--- src/rtl/bitserial_operand_feeder.sv ---
// rtl/bitserial_operand_feeder.sv - latches an operand pair, streams the multiplier LSB first
// into a bit-serial multiplier and holds the product (or a timeout error) until it is consumed.

module bitserial_operand_feeder #(
    parameter int MULTIPLICAND_WIDTH = 4,
    parameter int MULTIPLIER_WIDTH   = 4,
    parameter int DONE_TIMEOUT       = 16
) (
    input  logic                                         clk,
    input  logic                                         rst_n,
    input  logic                                         in_valid,
    output logic                                         in_ready,
    input  logic [MULTIPLICAND_WIDTH-1:0]                in_multiplicand,
    input  logic [MULTIPLIER_WIDTH-1:0]                  in_multiplier,
    output logic                                         mul_start,
    output logic [MULTIPLICAND_WIDTH-1:0]                mul_multiplicand,
    output logic                                         mul_serial_bit,
    input  logic                                         mul_done,
    input  logic [MULTIPLICAND_WIDTH+MULTIPLIER_WIDTH-1:0] mul_product,
    output logic                                         out_valid,
    input  logic                                         out_ready,
    output logic [MULTIPLICAND_WIDTH+MULTIPLIER_WIDTH-1:0] out_product,
    output logic                                         out_error
);

    localparam int PW  = MULTIPLICAND_WIDTH + MULTIPLIER_WIDTH;
    localparam int BCW = $clog2(MULTIPLIER_WIDTH + 1);
    localparam int WCW = $clog2(DONE_TIMEOUT + 1);

    typedef enum logic [1:0] {
        IDLE      = 2'd0,
        SHIFT     = 2'd1,
        WAIT_DONE = 2'd2,
        RESULT    = 2'd3
    } state_t;

    state_t                          state_q, state_d;
    logic                            in_ready_q, in_ready_d;
    logic                            mul_start_q, mul_start_d;
    logic                            mul_serial_bit_q, mul_serial_bit_d;
    logic [MULTIPLICAND_WIDTH-1:0]   mul_multiplicand_q, mul_multiplicand_d;
    logic [MULTIPLIER_WIDTH-1:0]     shreg_q, shreg_d;
    logic [BCW-1:0]                  bit_cnt_q, bit_cnt_d;
    logic [WCW-1:0]                  wait_cnt_q, wait_cnt_d;
    logic                            out_valid_q, out_valid_d;
    logic [PW-1:0]                   out_product_q, out_product_d;
    logic                            out_error_q, out_error_d;

    always_comb begin
        state_d            = state_q;
        in_ready_d         = in_ready_q;
        mul_start_d        = 1'b0;
        mul_serial_bit_d   = mul_serial_bit_q;
        mul_multiplicand_d = mul_multiplicand_q;
        shreg_d            = shreg_q;
        bit_cnt_d          = bit_cnt_q;
        wait_cnt_d         = wait_cnt_q;
        out_valid_d        = out_valid_q;
        out_product_d      = out_product_q;
        out_error_d        = out_error_q;

        case (state_q)
            IDLE: begin
                if (in_valid) begin
                    state_d            = SHIFT;
                    in_ready_d         = 1'b0;
                    mul_start_d        = 1'b1;
                    mul_serial_bit_d   = in_multiplier[0];
                    mul_multiplicand_d = in_multiplicand;
                    shreg_d            = in_multiplier >> 1;
                    bit_cnt_d          = BCW'(1);
                end
            end
            SHIFT: begin
                // bit_cnt counts multiplier bits already presented, including cycle 1
                if (bit_cnt_q == BCW'(MULTIPLIER_WIDTH)) begin
                    state_d          = WAIT_DONE;
                    mul_serial_bit_d = 1'b0;
                    wait_cnt_d       = '0;
                end else begin
                    mul_serial_bit_d = shreg_q[0];
                    shreg_d          = shreg_q >> 1;
                    bit_cnt_d        = bit_cnt_q + BCW'(1);
                end
            end
            WAIT_DONE: begin
                if (mul_done) begin
                    state_d            = RESULT;
                    out_valid_d        = 1'b1;
                    out_error_d        = 1'b0;
                    out_product_d      = mul_product;
                    mul_multiplicand_d = '0;
                    wait_cnt_d         = '0;
                end else if (wait_cnt_q == WCW'(DONE_TIMEOUT - 1)) begin
                    state_d            = RESULT;
                    out_valid_d        = 1'b1;
                    out_error_d        = 1'b1;
                    out_product_d      = '0;
                    mul_multiplicand_d = '0;
                    wait_cnt_d         = '0;
                end else begin
                    wait_cnt_d = wait_cnt_q + WCW'(1);
                end
            end
            RESULT: begin
                if (out_ready) begin
                    state_d     = IDLE;
                    in_ready_d  = 1'b1;
                    out_valid_d = 1'b0;
                    out_error_d = 1'b0;
                    bit_cnt_d   = '0;
                end
            end
            default: begin
                state_d    = IDLE;
                in_ready_d = 1'b1;
            end
        endcase
    end

    always_ff @(posedge clk or negedge rst_n) begin
        if (!rst_n) begin
            state_q            <= IDLE;
            in_ready_q         <= 1'b1;
            mul_start_q        <= 1'b0;
            mul_serial_bit_q   <= 1'b0;
            mul_multiplicand_q <= '0;
            shreg_q            <= '0;
            bit_cnt_q          <= '0;
            wait_cnt_q         <= '0;
            out_valid_q        <= 1'b0;
            out_product_q      <= '0;
            out_error_q        <= 1'b0;
        end else begin
            state_q            <= state_d;
            in_ready_q         <= in_ready_d;
            mul_start_q        <= mul_start_d;
            mul_serial_bit_q   <= mul_serial_bit_d;
            mul_multiplicand_q <= mul_multiplicand_d;
            shreg_q            <= shreg_d;
            bit_cnt_q          <= bit_cnt_d;
            wait_cnt_q         <= wait_cnt_d;
            out_valid_q        <= out_valid_d;
            out_product_q      <= out_product_d;
            out_error_q        <= out_error_d;
        end
    end

    assign in_ready         = in_ready_q;
    assign mul_start        = mul_start_q;
    assign mul_serial_bit   = mul_serial_bit_q;
    assign mul_multiplicand = mul_multiplicand_q;
    assign out_valid        = out_valid_q;
    assign out_product      = out_product_q;
    assign out_error        = out_error_q;

endmodule

--- config.mk ---
export PLATFORM = sky130hd
export DESIGN_NAME = bitserial_operand_feeder
export DESIGN_NICKNAME = d
export VERILOG_FILES = /design/src/rtl/bitserial_operand_feeder.sv
export SDC_FILE = /design/constraint.sdc
export NUM_CORES = 1
export LEC_CHECK = 0
export ABC_AREA = 1
export BUFFER_PORTS_ARGS = -buffer_cell sky130_fd_sc_hd__buf_2
export CORE_ASPECT_RATIO = 0.7
export CORE_MARGIN = 3
export CORE_UTILIZATION = 47
export CTS_CLUSTER_DIAMETER = 50
export DETAILED_ROUTE_END_ITERATION = 12
export PLACE_DENSITY = 0.74
export SETUP_SLACK_MARGIN = 0.15
export SYNTH_ARGS = -nofsm -noshare
export SYNTH_HDL_FRONTEND = slang
export SYNTH_SLANG_ARGS = --single-unit
--- constraint.sdc ---
create_clock -name clk -period 1.2 [get_ports clk]
set_input_delay 0.36 -clock clk [delete_from_list [all_inputs] [get_ports clk]]
set_output_delay 0.36 -clock clk [all_outputs]
set_load 0.005 [all_outputs]
==> flow_summary.ini <==
[synth]
yosys.area_share.xor_xnor = 0
synthesis_warnings = 0
netlist_area_um2 = 1550
syn-instance-count = 194
synth_compound_gate_area_share = 0.0662
synth_top_family_by_area = simple AND/OR/NAND/NOR gates
synthSimpleGateAreaFrac = 0.316
synth.lib_cells_used.distinct = 22
synthesis.area_per_instance_um2 = 7.98
post_synth_adder_cell_area = 0.0646
synth_top_area_frac = 0.468
synthMuxAreaShare = 0
synth_nets = 223
ys_top_cells_by_area = dfrtp_1 47%, nand2_1 20%, ha_1 6.5%
ys_seq_area_frac = 0.485
yosys_register_bits = 30
post-synth-top-area-cell = dfrtp_1

[pwr]
power.static_leakage_uw = 0.00132
irDropWorstVdd_uv = 1540
p_sw_uw = 2520
p_sw_frac = 0.407
power.sequential.fraction = 0.271
comb_power_share = 0.601
power_density_nw_per_um2 = 2510
power_report.internal_total_uw = 3670
clockPowerShare = 0.128

[placed_design]
io_buffers = 37
dp_hpwl_mm = 2.66
gp_routability_congestion = 0.838
place.detailed.instances = 292

[die]
floorplan.rows = 16
chipHeight_um = 54.0
chip_width_um = 74.6
design.core.area_um2 = 2960
full_die_area_um2 = 4030
design.portCount = 38
start_util = 0.523

[sta]
clock.fmax_mhz = 722
finalMaxSlewViolations = 0
number_of_setup_violations_in_the_final_report = 30
transition_time_at_the_pin_with_the_least_slew_margin_ns = 0.239
rsz0062_at_grt = true
max-slew-margin-rel = 0.841
layout_min_cycle_time_ns = 1.38
post_route_clock_period_utilization = 1.15
hold-worst-slack_ns = 0.0227
timing.final.ws_setup_ns = -0.185
clock-skew-final_ns = 0.00669
final_hold_viol_count = 0

[setup_path]
critical_path_required_ns = 1.36
critical_path.endpoint_type = register
worstPathArrival_ns = 1.55
critical_path_class = register to register
critPathMaxFanout = 6
setup.worst_path.start_class = register
setup.reg_to_reg.worst_slack_ns = -0.18

[global_routing]
largest_net_degree_at_the_start_of_global_routing = 31
antenna_violations_before_repair = 0
grt_pass1_vias = 1332
global_route.usage.total = 0.207
grt_overflow = 0
grt_first_pass_wirelength_mm = 6.06

[status]
failed_checks = setup timing
status = complete, but fails checks

[clock_network]
h-tree-depth = 2
cts_tree = built
worstSkewPairLatency_ns = 0.28
cts-root-buf = clkbuf_8
cts_sinks = 30
clkTransAtPathRegs_ns = 0.06
cts-buffers-inserted = 5
cts_hold_repair_buffers = 0
clockBufferDepth = 2

[routing]
totalWireLength_mm = 4.37
drcViolationCount = 0
wire_per_inst_um = 14.0
via_per_inst = 5.03
detailroute.via_count = 1569
drt_pre_antenna_iters = 4
drt.antenna.violating_nets = 0
first_iter_violations = 119

[worst_hold_path]
hold_class = primary input to asynchronous set/reset pin

[layout]
ratio_of_cells_with_drive_above_1_in_the_final_layout = 0.504
fin_util = 0.831
insertedDiodeCount = 0
layoutNonFillerInstCount = 312
finalNetCount = 306
area_growth_pct = 58.9
most-common-layout-cells = 61 x nand2_1, 36 x buf_2, 31 x buf_4
layout_commonest_cell = nand2_1

[run]
maxCapViolCount = 0
cell families (layout without fill, tap and decap cells):
family | after synthesis | in the layout
and+or+nand+nor | 110 | 110
DFF | 30 | 30
buffers and inverters | 26 | 108
AOI/OAI and AO/OA | 20 | 20
adders and majority gates | 8 | 8
power by group through the flow:
stage | Clock [µW] | Combinational (µW) | Sequential, µW
floorplan | 0 | 1580 | 1670
global placement | 0 | 2750 | 1620
detailed placement | 0 | 2810 | 1630
CTS | 809 | 3010 | 1620
global route | 869 | 4070 | 1720
finish | 794 | 3720 | 1670
final cells by class:
class | count | area [µm²]
well taps | 36 | 45.0
multi-input cells | 138 | 903
fillers | 169 | 502
inverters | 24 | 110
clock buffers | 6 | 82.6
repair buffers | 78 | 567
flip-flops and latches | 30 | 753
routing by layer:
layer,vias to the layer above,GRT usage,wire length [µm]
met2,48,0.302,2200
li1,774,-,-
met3,10,0.0784,246
met1,737,0.284,1850
met4,0,0.0621,71
met5,-,0,0
critical path, cell delays in order, from the launching register on:
cell and delay, ns:
dfrtp_2 0.43, inv_4 0.07, ha_4 0.16, buf_8 0.13, nand2_8 0.07, o21a_1 0.17, nand2_4 0.08, nand2_2 0.08
nand2_1 0.06
registers in the layout (all words and copies together), names as in the netlist:
register / cells
out_product: 8
wait_cnt_q: 5
mul_multiplicand: 4
bit_cnt_q: 3
shreg_q: 3
state_q: 2
in_ready: 1
mul_serial_bit: 1
mul_start: 1
out_error: 1
out_valid: 1
metrics by stage:
stage               power [µW]  setup TNS, ns  worst slack [ns]  cell area [µm²]
floorplan                 3250         -0.663           -0.0625             1610
global placement          4370          -2.96            -0.193             2050
detailed placement        4440          -3.40            -0.221             2050
CTS                       5430          -2.79            -0.156             2190
global route              6660          -5.23            -0.271             2460
finish                    6190          -3.47            -0.185             2460
repair_timing:
item,in CTS,in global routing
resized for setup,12,51
endpoints found under the setup margin,47,47
setup buffers,4,10
pin swaps,3,15
final timing paths:
kind	start	end	cells past startpoint
min reg2reg	out_product[2]$_DFFE_PN0P_	out_product[2]$_DFFE_PN0P_	2
min in group clk	mul_product[0]	out_product[0]$_DFFE_PN0P_	3
max reg2reg	state_q[0]$_DFFE_PN0P_	mul_multiplicand[3]$_DFFE_PN0P_	8
min	rst_n	wait_cnt_q[0]$_DFFE_PN0P_	2
max	state_q[0]$_DFFE_PN0P_	mul_multiplicand[3]$_DFFE_PN0P_	8
max in group asynchronous	rst_n	in_ready$_DFFE_PN1P_	2
synthesized netlist by cell type, drive strengths merged:
library cell   n
or2            1
nand4          6
buf            2
o21a           1
dfrtp         29
ha             8
a21oi          4
dfstp          1
o21ai         15
inv           24
nor2           8
nand3          8
nand2         87
No activity file was read; power rests on OpenSTA's default activity.
